<file path="src/rtl/cache_line_mem_ctrl_if.sv">
// Request, response and RAM-port bundle for the line-transfer engine.
// The engine side takes the slave modport; the requester/RAM side takes master.
interface cache_line_mem_ctrl_if #(
    parameter int LINE_W = 128,
    parameter int WORD_W = 32,
    parameter int ADDR_W = 32
);
    localparam int BPW = WORD_W / 8;

    logic                  req_valid_i;
    logic                  req_ready_o;
    logic                  req_fill_i;
    logic                  req_wb_i;
    logic [ADDR_W-1:0]     fill_addr_i;
    logic [ADDR_W-1:0]     wb_addr_i;
    logic [LINE_W-1:0]     wb_line_i;
    logic [LINE_W/8-1:0]   wb_be_i;
    logic                  resp_valid_o;
    logic [LINE_W-1:0]     resp_line_o;
    logic                  busy_o;
    logic                  ram_read_o;
    logic [ADDR_W-1:0]     ram_read_addr_o;
    logic [WORD_W-1:0]     ram_data_i;
    logic [ADDR_W-1:0]     ram_write_addr_o;
    logic [WORD_W-1:0]     ram_data_o;
    logic [BPW-1:0]        wr_strb_o;

    modport slave (
        input  req_valid_i, req_fill_i, req_wb_i, fill_addr_i, wb_addr_i,
               wb_line_i, wb_be_i, ram_data_i,
        output req_ready_o, resp_valid_o, resp_line_o, busy_o, ram_read_o,
               ram_read_addr_o, ram_write_addr_o, ram_data_o, wr_strb_o
    );

    modport master (
        output req_valid_i, req_fill_i, req_wb_i, fill_addr_i, wb_addr_i,
               wb_line_i, wb_be_i, ram_data_i,
        input  req_ready_o, resp_valid_o, resp_line_o, busy_o, ram_read_o,
               ram_read_addr_o, ram_write_addr_o, ram_data_o, wr_strb_o
    );
endinterface

</file>
<file path="src/rtl/cache_line_mem_ctrl.sv">
// Line-transfer engine: a line request becomes WORDS single-word RAM writes
// (writeback) followed by WORDS reads (fill) reassembled into resp_line_o.
module cache_line_mem_ctrl #(
    parameter int LINE_W = 128,
    parameter int WORD_W = 32,
    parameter int ADDR_W = 32,
    parameter int RD_LAT = 1
) (
    input  logic                  clk_i,
    input  logic                  rst_ni,
    cache_line_mem_ctrl_if.slave  bus
);
    localparam int WORDS   = LINE_W / WORD_W;
    localparam int BPW     = WORD_W / 8;
    localparam int CNT_MAX = (WORDS > RD_LAT) ? WORDS : RD_LAT;
    localparam int CNT_W   = $clog2(CNT_MAX) + 1;
    localparam logic [ADDR_W-1:0] ADDR_MASK = ~(ADDR_W'((LINE_W / 8) - 1));

    typedef enum logic [2:0] {S_IDLE, S_WRITE, S_READ, S_DRAIN, S_DONE} state_t;

    state_t                          r_state, w_next;
    logic [CNT_W-1:0]                r_cnt;
    logic                            r_fill;
    logic [ADDR_W-1:0]               r_wb_base, r_fill_base;
    logic [LINE_W-1:0]               r_line, r_resp_line;
    logic [LINE_W/8-1:0]             r_be;
    logic [ADDR_W-1:0]               r_waddr, r_raddr;
    logic [WORD_W-1:0]               r_wdata;
    logic [RD_LAT-1:0]               r_vld_pipe;
    logic [RD_LAT-1:0][CNT_W-1:0]    r_idx_pipe;

    logic                w_ready, w_accept, w_rd, w_last_word, w_last_drain;
    logic [ADDR_W-1:0]   w_waddr, w_raddr;
    logic [WORD_W-1:0]   w_wdata;

    assign w_ready      = (r_state == S_IDLE) & rst_ni;
    assign w_accept     = bus.req_valid_i & w_ready;
    assign w_rd         = (r_state == S_READ);
    assign w_last_word  = (r_cnt == CNT_W'(WORDS - 1));
    assign w_last_drain = (r_cnt == CNT_W'(RD_LAT - 1));
    assign w_waddr      = r_wb_base + ADDR_W'(r_cnt) * ADDR_W'(BPW);
    assign w_raddr      = r_fill_base + ADDR_W'(r_cnt) * ADDR_W'(BPW);
    assign w_wdata      = r_line[r_cnt*WORD_W +: WORD_W];

    // State register; r_cnt restarts on every state change.
    always_ff @(posedge clk_i) begin
        if (!rst_ni) begin
            r_state <= S_IDLE;
            r_cnt   <= '0;
        end else begin
            r_state <= w_next;
            r_cnt   <= (w_next != r_state) ? '0 : r_cnt + CNT_W'(1);
        end
    end

    always_comb begin
        w_next = r_state;
        case (r_state)
            S_IDLE:  if (w_accept)
                         w_next = bus.req_wb_i ? S_WRITE : (bus.req_fill_i ? S_READ : S_DONE);
            S_WRITE: if (w_last_word) w_next = r_fill ? S_READ : S_DONE;
            S_READ:  if (w_last_word) w_next = S_DRAIN;
            S_DRAIN: if (w_last_drain) w_next = S_DONE;
            S_DONE:  w_next = S_IDLE;
            default: w_next = S_IDLE;
        endcase
    end

    // Request capture, held-output shadows and the read-return pipeline.
    always_ff @(posedge clk_i) begin
        if (!rst_ni) begin
            r_fill      <= 1'b0;
            r_wb_base   <= '0;
            r_fill_base <= '0;
            r_line      <= '0;
            r_be        <= '0;
            r_waddr     <= '0;
            r_raddr     <= '0;
            r_wdata     <= '0;
            r_resp_line <= '0;
            r_vld_pipe  <= '0;
            r_idx_pipe  <= '0;
        end else begin
            if (w_accept) begin
                r_fill      <= bus.req_fill_i;
                r_wb_base   <= bus.wb_addr_i & ADDR_MASK;
                r_fill_base <= bus.fill_addr_i & ADDR_MASK;
                r_line      <= bus.wb_line_i;
                r_be        <= bus.wb_be_i;
            end
            if (r_state == S_WRITE) begin
                r_waddr <= w_waddr;
                r_wdata <= w_wdata;
            end
            if (w_rd) r_raddr <= w_raddr;
            r_vld_pipe[0] <= w_rd;
            r_idx_pipe[0] <= r_cnt;
            for (int i = 1; i < RD_LAT; i++) begin
                r_vld_pipe[i] <= r_vld_pipe[i-1];
                r_idx_pipe[i] <= r_idx_pipe[i-1];
            end
            // Each word lands in its own slot, so the line is never shifted.
            if (r_vld_pipe[RD_LAT-1])
                r_resp_line[r_idx_pipe[RD_LAT-1]*WORD_W +: WORD_W] <= bus.ram_data_i;
        end
    end

    always_comb begin
        bus.req_ready_o      = w_ready;
        bus.busy_o           = (r_state != S_IDLE);
        bus.resp_valid_o     = (r_state == S_DONE);
        bus.ram_read_o       = w_rd;
        bus.ram_read_addr_o  = w_rd ? w_raddr : r_raddr;
        bus.ram_write_addr_o = (r_state == S_WRITE) ? w_waddr : r_waddr;
        bus.ram_data_o       = (r_state == S_WRITE) ? w_wdata : r_wdata;
        bus.wr_strb_o        = (r_state == S_WRITE) ? r_be[r_cnt*BPW +: BPW] : '0;
        bus.resp_line_o      = r_resp_line;
    end
endmodule

</file>
<file path="src/flat_wrapper.sv">
// flat-port wrapper written by rule: the top's interface ports become plain ports
module cache_line_mem_ctrl_flat 
#(
    parameter int LINE_W = 128,
    parameter int WORD_W = 32,
    parameter int ADDR_W = 32,
    parameter int RD_LAT = 1
)
  (clk_i, rst_ni, bus_req_valid_i, bus_req_fill_i, bus_req_wb_i, bus_fill_addr_i, bus_wb_addr_i, bus_wb_line_i, bus_wb_be_i, bus_ram_data_i, bus_req_ready_o, bus_resp_valid_o, bus_resp_line_o, bus_busy_o, bus_ram_read_o, bus_ram_read_addr_o, bus_ram_write_addr_o, bus_ram_data_o, bus_wr_strb_o);
  cache_line_mem_ctrl_if #(.LINE_W(LINE_W), .WORD_W(WORD_W), .ADDR_W(ADDR_W)) bus_i ();
  input  logic clk_i;
  input  logic rst_ni;
  input wire logic [$bits(bus_i.req_valid_i)-1:0] bus_req_valid_i;
  input wire logic [$bits(bus_i.req_fill_i)-1:0] bus_req_fill_i;
  input wire logic [$bits(bus_i.req_wb_i)-1:0] bus_req_wb_i;
  input wire logic [$bits(bus_i.fill_addr_i)-1:0] bus_fill_addr_i;
  input wire logic [$bits(bus_i.wb_addr_i)-1:0] bus_wb_addr_i;
  input wire logic [$bits(bus_i.wb_line_i)-1:0] bus_wb_line_i;
  input wire logic [$bits(bus_i.wb_be_i)-1:0] bus_wb_be_i;
  input wire logic [$bits(bus_i.ram_data_i)-1:0] bus_ram_data_i;
  output wire logic [$bits(bus_i.req_ready_o)-1:0] bus_req_ready_o;
  output wire logic [$bits(bus_i.resp_valid_o)-1:0] bus_resp_valid_o;
  output wire logic [$bits(bus_i.resp_line_o)-1:0] bus_resp_line_o;
  output wire logic [$bits(bus_i.busy_o)-1:0] bus_busy_o;
  output wire logic [$bits(bus_i.ram_read_o)-1:0] bus_ram_read_o;
  output wire logic [$bits(bus_i.ram_read_addr_o)-1:0] bus_ram_read_addr_o;
  output wire logic [$bits(bus_i.ram_write_addr_o)-1:0] bus_ram_write_addr_o;
  output wire logic [$bits(bus_i.ram_data_o)-1:0] bus_ram_data_o;
  output wire logic [$bits(bus_i.wr_strb_o)-1:0] bus_wr_strb_o;
  assign bus_i.req_valid_i = bus_req_valid_i;
  assign bus_i.req_fill_i = bus_req_fill_i;
  assign bus_i.req_wb_i = bus_req_wb_i;
  assign bus_i.fill_addr_i = bus_fill_addr_i;
  assign bus_i.wb_addr_i = bus_wb_addr_i;
  assign bus_i.wb_line_i = bus_wb_line_i;
  assign bus_i.wb_be_i = bus_wb_be_i;
  assign bus_i.ram_data_i = bus_ram_data_i;
  assign bus_req_ready_o = bus_i.req_ready_o;
  assign bus_resp_valid_o = bus_i.resp_valid_o;
  assign bus_resp_line_o = bus_i.resp_line_o;
  assign bus_busy_o = bus_i.busy_o;
  assign bus_ram_read_o = bus_i.ram_read_o;
  assign bus_ram_read_addr_o = bus_i.ram_read_addr_o;
  assign bus_ram_write_addr_o = bus_i.ram_write_addr_o;
  assign bus_ram_data_o = bus_i.ram_data_o;
  assign bus_wr_strb_o = bus_i.wr_strb_o;
  cache_line_mem_ctrl #(.LINE_W(LINE_W), .WORD_W(WORD_W), .ADDR_W(ADDR_W), .RD_LAT(RD_LAT)) u_core (.clk_i(clk_i), .rst_ni(rst_ni), .bus(bus_i));
endmodule
</file>
<file path="config.mk">
export PLATFORM = sky130hd
export DESIGN_NAME = cache_line_mem_ctrl_flat
export DESIGN_NICKNAME = d
export VERILOG_FILES = /design/src/rtl/cache_line_mem_ctrl_if.sv /design/src/rtl/cache_line_mem_ctrl.sv /design/src/flat_wrapper.sv
export SDC_FILE = /design/constraint.sdc
export NUM_CORES = 1
export LEC_CHECK = 0
export CORE_AREA = 2 2 300 243
export CTS_CLUSTER_DIAMETER = 60
export DETAILED_ROUTE_END_ITERATION = 10
export DIE_AREA = 0 0 302 245
export GPL_TIMING_DRIVEN = 0
export HOLD_SLACK_MARGIN = 0.05
export PLACE_DENSITY_LB_ADDON = 0.08
export SYNTH_ARGS = -nofsm -noshare
export SYNTH_HDL_FRONTEND = slang
export SYNTH_SLANG_ARGS = --single-unit
</file>
<file path="constraint.sdc">
create_clock -name clk_i -period 8.12 [get_ports clk_i]
set_input_delay 1.624 -clock clk_i [delete_from_list [all_inputs] [get_ports clk_i]]
set_output_delay 1.624 -clock clk_i [all_outputs]
set_load 0.03 [all_outputs]
</file>
==> out/results.ini, run 1 <==
[synth]
yosysWarnings = 0
async_flop_share = 0
synth_cell_types = 57
seq_area_frac_synth = 0.495
ys_seq_elements = 435
synth_flop_cell = dfxtp_1
avgSynthCellArea_um2 = 8.28
synth.net_count = 2379
synth_edf_count = 0
syn_area_um2 = 17600
syn_inst = 2125

[worst_setup_path]
cpMostUsedCell = clkbuf_1
start_kind = flop
cp_max_fo = 10
setup.worst_path.start = u_core.r_state[2]$_SDFF_PN0_
reg2reg_to = u_core.r_line[1]$_SDFFE_PN0N_
end_kind = output port
endpoint = bus_ram_data_o[0]
crit_slowest_cell = clkdlybuf4s50_1
criticalPathCategory = reg2out
cpLargestDelayFamily = buffers and inverters
cp.buffers_inverters = 4
cp_data_arrival_time_ns = 4.25
worst-path-stages = 7
crit_required_ns = 6.50
rr_worst_depth = 8
timing.rr.start = u_core.r_state[0]$_SDFF_PN0_
max_stage_delay_ns = 0.86
r2r_slack_ns = 5.02
crit_chain = clkbuf_1, or3b_2, clkbuf_1, nor2_1, clkbuf_1, a22o_1, clkdlybuf4s50_1

[clock_tree]
clockBufferDepth = 3
post_cts_buffers = 0
cts_made_buffers = 51
root_buffer = clkbuf_16
clk_pin_slew_ns = 0.06
clock-sinks = 435
cts_tree = built
postCtsHoldBufs = 0
clk_latency_ns = 0.59
h-tree-depth = 2
cts_resized = 0

[timing]
fin_skew_ns = 0.0137
rsz0062_at_grt = false
fmax_mhz = 170
finalCritPeriodShare = 0.724
slew_violations = 0
fin_crit_ns = 5.88
finalSetupViolations = 0
max_slew_margin = 0.255
tightest_slew_ns = 1.12
hold_violations = 0
fin_tns_setup_ns = 0
hold_slack_ns = 0.449

[route]
via_per_inst = 4.67
first_pass_iters = 5
dr_total_vias = 17000
detail-route-antenna-nets = 0
route.detailed.drc = 0
finalWirelength_um = 72900
wire_per_inst_um = 20.1
drt_iter0_markers = 912

[grt]
antenna_found_initial = 13
track_usage = 0.191
first_global_vias = 16700
grt.overflow.total = 0
grt_max_degree = 13
grt_pass1_wl_um = 106000

[floorplan]
start_util = 0.247
die_area_um2 = 74000
num_rows = 88
die_h_um = 245
pin_count = 477
die_x_um = 302
core-area_um2 = 71200

[layout]
nNetsFinal = 2899
layout_common_cells = 660 x nand2_1, 467 x clkdlybuf4s50_1, 435 x dfxtp_1, 207 x nand3_1, 158 x a21oi_1
layout-drive-gt1-share = 0.0529
area_delta_synth_final_pct = 43.2
final_common_cell = nand2_1

[power]
vdd_drop_max_v = 0.000148
p_leak_nw = 9.43
power.density_nw_per_um2 = 219

[place]
port_buffers = 467
place.gp.congestion = 0.822
dp_hpwl_um = 56600

[flow_run]
maxCapViolations = 0

[status]
status = completed

[worst_hold_path]
worstHoldPathType = reg2reg

worst min-delay path, cell delays in order, from the launching register on:
cell and delay [ns]:
dfxtp_1 0.30, nand3_1 0.06, nand2_1 0.04
power breakdown:
group | total, mW | switching (mW) | internal, mW
Clock | 2.38 | 0.953 | 1.43
Combinational | 0.792 | 0.453 | 0.339
Sequential | 2.34 | 0.0859 | 2.25
state kept, by name, summed over array words and instances, names as in the netlist, 3 cells and up:
name and count:
u_core.r_line 128, u_core.r_fill_base 28, u_core.bus.resp_line_o 128, u_core.r_idx_pipe 3, u_core.r_cnt 3, u_core.r_state 3, u_core.r_waddr 32, u_core.r_be 16
u_core.r_wb_base 28, u_core.r_raddr 32, u_core.r_wdata 32
worst min-delay path by stage:
stage | from | end | slack, ns | cells after the start
4_1_cts | u_core.r_be[8]$_SDFFE_PN0N_ | u_core.r_be[8]$_SDFFE_PN0N_ | 0.45 | 2
5_1_grt | u_core.bus.resp_line_o[27]$_SDFFE_PN0P_ | u_core.bus.resp_line_o[27]$_SDFFE_PN0P_ | 0.47 | 2
3_5_place_dp | u_core.r_be[8]$_SDFFE_PN0N_ | u_core.r_be[8]$_SDFFE_PN0N_ | 0.44 | 2
3_3_place_gp | u_core.bus.resp_line_o[7]$_SDFFE_PN0P_ | u_core.bus.resp_line_o[7]$_SDFFE_PN0P_ | 0.44 | 2
6_report | u_core.r_be[8]$_SDFFE_PN0N_ | u_core.r_be[8]$_SDFFE_PN0N_ | 0.45 | 2
2_1_floorplan | u_core.r_be[10]$_SDFFE_PN0N_ | u_core.r_be[10]$_SDFFE_PN0N_ | 0.43 | 2
cell families after synthesis:
logic type / count (synthesis) / synth area share
mux: 38 / 0.0472
simple gates: 1133 / 0.292
flops: 435 / 0.495
fa+ha+maj: 9 / 0.00640
compound gates: 293 / 0.103
xor+xnor: 26 / 0.0129
buf+inv: 191 / 0.0437
cell usage after synthesis, drive strengths merged (4+ instances only):
cell | n | share of area
a311oi | 16 | 0.0080
ha | 9 | 0.0064
or3 | 9 | 0.0032
a211oi | 23 | 0.0098
nand3 | 207 | 0.059
inv | 19 | 0.0041
and3 | 13 | 0.0046
clkbuf | 146 | 0.032
o31ai | 20 | 0.0085
o21ai | 18 | 0.0051
nor3 | 15 | 0.0043
buf | 22 | 0.0058
xor2 | 13 | 0.0065
nor4 | 17 | 0.0060
nand2 | 660 | 0.14
a21oi | 158 | 0.045
nand3b | 32 | 0.014
dfxtp | 435 | 0.50
nand4 | 20 | 0.0078
and2 | 52 | 0.018
and4 | 14 | 0.0071
a31oi | 15 | 0.0053
nor2 | 64 | 0.014
or4 | 12 | 0.0053
nor2b | 4 | 0.0014
xnor2 | 13 | 0.0065
mux4 | 36 | 0.046
a22o | 32 | 0.016
through the flow:
| step | utilization | setup WS [ns] | instances | instance area, um2 | power [mW] |
|---|---|---|---|---|---|
| CTS | 0.354 | 2.10 | 3628 | 25200 | 5.59 |
| finish | 0.354 | 2.24 | 3633 | 25200 | 5.52 |
| global placement | 0.329 | 2.31 | 3537 | 23400 | 3.18 |
| floorplan | - | 3.70 | 2125 | 17600 | 2.78 |
| detailed placement | 0.329 | 2.32 | 3537 | 23400 | 3.18 |
| global route | 0.354 | 1.96 | 3632 | 25200 | 5.75 |
metal layers:
metal  GRT usage  wire [um]  up-vias
met1       0.263      34100     8090
li1            -          -     8325
met5           0         61        -
met4      0.0536       1680       10
met2       0.304      32900      449
met3      0.0370       4140      105
final cells by class:
class | instances | area [um2]
fillers | 7380 | 46000
flip-flops and latches | 435 | 8710
multi-input cells | 1499 | 8120
repair buffers | 467 | 4670
clock buffers | 72 | 1530
well taps | 945 | 1180
plain buffers | 170 | 689
clock inverters | 19 | 210
inverters | 21 | 78.8
diodes | 5 | 12.5
No activity file was read; power rests on OpenSTA's default activity.
==> run 2, diff against run 1 <==
Clock period 8.12 ns to 4.9 ns, I/O delays scaled along.
==> run 2 against run 1 <==
Non-clock buffer count down 1. Sequential share of layout area hardly changed. Die area is the same. Via count is essentially flat. Largest power group unchanged. Global-route usage is essentially flat. Highest routed layer unchanged. Worst setup slack worse by 2.1 ns. Register-to-register slack worse by 3.2 ns. Critical path depth rose by 1. Count of clock-buffer cells in the layout unchanged. Combinational power up 65%. Clock skew shrank 0.00076 ns. Cell count did not move.
==> out/results.ini, run 2 (same netlist as run 1, synthesis figures left out) <==
[route]
route.detailed.drc = 0  ; unchanged
drt_iter0_markers = 893  ; was 912
dr.max_layer_used = met5  ; unchanged
wl_met2_um = 33000  ; was 32900 um
first_pass_iters = 5  ; unchanged
wire_per_inst_um = 20.0  ; was 20.1 um
met3_length_um = 3980  ; was 4140 um
wl_met1_um = 34100  ; about the same
via_per_inst = 4.67  ; about the same
dr_total_vias = 17000  ; about the same
finalWirelength_um = 72800  ; was 72900 um
detail-route-antenna-nets = 0  ; unchanged

[grt]
first_global_vias = 16700  ; about the same
grt.overflow.total = 0  ; unchanged
track_usage = 0.191  ; about the same
grt_pass1_wl_um = 107000  ; was 106000 um
antenna_found_initial = 13  ; unchanged
grt_max_degree = 13  ; unchanged

[clock_tree]
h-tree-depth = 2  ; unchanged
root_buffer = clkbuf_16  ; unchanged
clock-sinks = 435  ; unchanged
cts_tree = built  ; unchanged
cts_made_buffers = 51  ; unchanged
clk_latency_ns = 0.59  ; about the same
post_cts_buffers = 0  ; unchanged
clockBufferDepth = 3  ; unchanged
clk_pin_slew_ns = 0.06  ; about the same
postCtsHoldBufs = 0  ; unchanged

[timing]
rsz0062_at_grt = false  ; unchanged
max_slew_margin = 0.254  ; was 0.255
finalCritPeriodShare = 0.961
tightest_slew_ns = 1.12  ; about the same
hold_violations = 0  ; unchanged
fin_tns_setup_ns = 0  ; unchanged
finalSetupViolations = 0  ; unchanged
fmax_mhz = 212
hold_slack_ns = 0.449  ; about the same
slew_violations = 0  ; unchanged
fin_skew_ns = 0.0130  ; was 0.0137 ns
fin_crit_ns = 4.71

[worst_setup_path]
crit_chain = ha_1, ha_1, and4_1, clkbuf_1, nand3_1, or4_1, a31oi_1, clkdlybuf4s50_1  ; was clkbuf_1, or3b_2, clkbuf_1, nor2_1, clkbuf_1, a22o_1, clkdlybuf4s50_1
cp_max_fo = 7  ; was 10
end_kind = output port  ; unchanged
cpMostUsedCell = ha_1  ; was clkbuf_1
rr_worst_depth = 8  ; unchanged
max_stage_delay_ns = 0.73  ; was 0.86 ns
crit_slowest_cell = clkdlybuf4s50_1  ; unchanged
start_kind = flop  ; unchanged
criticalPathCategory = reg2out  ; unchanged
cp_data_arrival_time_ns = 3.73  ; was 4.25 ns
crit_required_ns = 3.92  ; was 6.50 ns

[worst_hold_path]
min_path_cells = 2  ; unchanged
worstHoldPathType = reg2reg  ; unchanged

[place]
dp_hpwl_um = 56600  ; unchanged
place.gp.congestion = 0.822  ; unchanged
port_buffers = 467  ; unchanged

[floorplan]
die_h_um = 245  ; unchanged
pin_count = 477  ; unchanged
die_x_um = 302  ; unchanged
num_rows = 88  ; unchanged
die_area_um2 = 74000  ; unchanged
core-area_um2 = 71200  ; unchanged
start_util = 0.247  ; unchanged

[layout]
layout-drive-gt1-share = 0.0556  ; was 0.0529
area_delta_synth_final_pct = 43.4  ; was 43.2%
final_common_cell = nand2_1  ; unchanged
utilization = 0.354  ; about the same
nNetsFinal = 2898  ; was 2899
layout_common_cells = 660 x nand2_1, 464 x clkdlybuf4s50_1, 434 x dfxtp_1, 207 x nand3_1, 158 x a21oi_1  ; was 660 x nand2_1, 467 x clkdlybuf4s50_1, 435 x dfxtp_1, 207 x nand3_1, 158 x a21oi_1

[power]
p_leak_nw = 9.50  ; was 9.43 nW
vdd_drop_max_v = 0.000246  ; was 0.000148 V
power.density_nw_per_um2 = 362  ; was 219 nW/um2

[status]
status = completed  ; unchanged

[flow_run]
maxCapViolations = 0  ; unchanged

-- run 2: changes by cell type in the layout (fill, tap and decap cells not counted), sizes merged --
cell and delta:
clkbuf -1, clkdlybuf4s50 -3, dlymetal6s2s +3, diode +1
-- run 2: area by class of cell --
type / instances / area, um2
Tap cell: 945 / 1180
Inverter: 21 / 78.8
Timing Repair Buffer: 467 / 4680
Buffer: 169 / 691
Antenna cell: 6 / 15.0
Clock buffer: 72 / 1530
Multi-Input combinational cell: 1499 / 8130
Sequential cell: 435 / 8710
Clock inverter: 19 / 210
Fill cell: 7374 / 46000
-- run 2: final timing paths --
| check | start | end | slack (ns) |
|---|---|---|---|
| worst min-delay path | u_core.r_be[8]$_SDFFE_PN0N_ | u_core.r_be[8]$_SDFFE_PN0N_ | 0.45 |
| worst min register to register | u_core.r_be[8]$_SDFFE_PN0N_ | u_core.r_be[8]$_SDFFE_PN0N_ | 0.45 |
| worst max register to register | u_core.r_state[0]$_SDFF_PN0_ | u_core.r_line[1]$_SDFFE_PN0N_ | 1.80 |
| worst max-delay path | u_core.r_cnt[2]$_SDFF_PP0_ | bus_ram_write_addr_o[24] | 0.19 |
-- run 2: metrics by stage --
stage          power [mW]  instance area, um2  worst slack [ns]  cells
6_report             9.14               25200             0.191   3633
5_1_grt              9.53               25200            0.0129   3631
4_1_cts              9.27               25200            0.0217   3628
3_5_place_dp         5.28               23400             0.172   3537
3_3_place_gp         5.26               23400             0.199   3537
2_1_floorplan        4.61               17600              1.34   2125
-- run 2: layer usage --
metal	GRT usage	vias to the layer above
li1	-	8338
met2	0.304	425
met5	0	-
met1	0.263	8091
met4	0.0536	10
met3	0.0370	104
-- run 2: worst max-delay path, delay by kind of cell (launching register included) --
family	cells	cell delay [ns]
AO/OA/AOI/OAI	1	0.27
buffers and inverters	2	1.02
flip-flops	1	0.43
adder cells (fa/ha/maj)	2	0.44
AND/OR/NAND/NOR	3	0.97
-- run 2: where the power goes --
part	total (mW)	switching, mW	internal [mW]
Combinational	1.31	0.751	0.562
Sequential	3.88	0.142	3.73
Clock	3.95	1.58	2.37
Total	9.14	2.47	6.67
-- run 2: repair_timing --
item / 4_1_cts / 5_1_grt
resized for setup: 7 / 5
pin swaps: 0 / 0
setup endpoints to repair: 39 / 17
endpoints found under the hold margin: 0 / 0
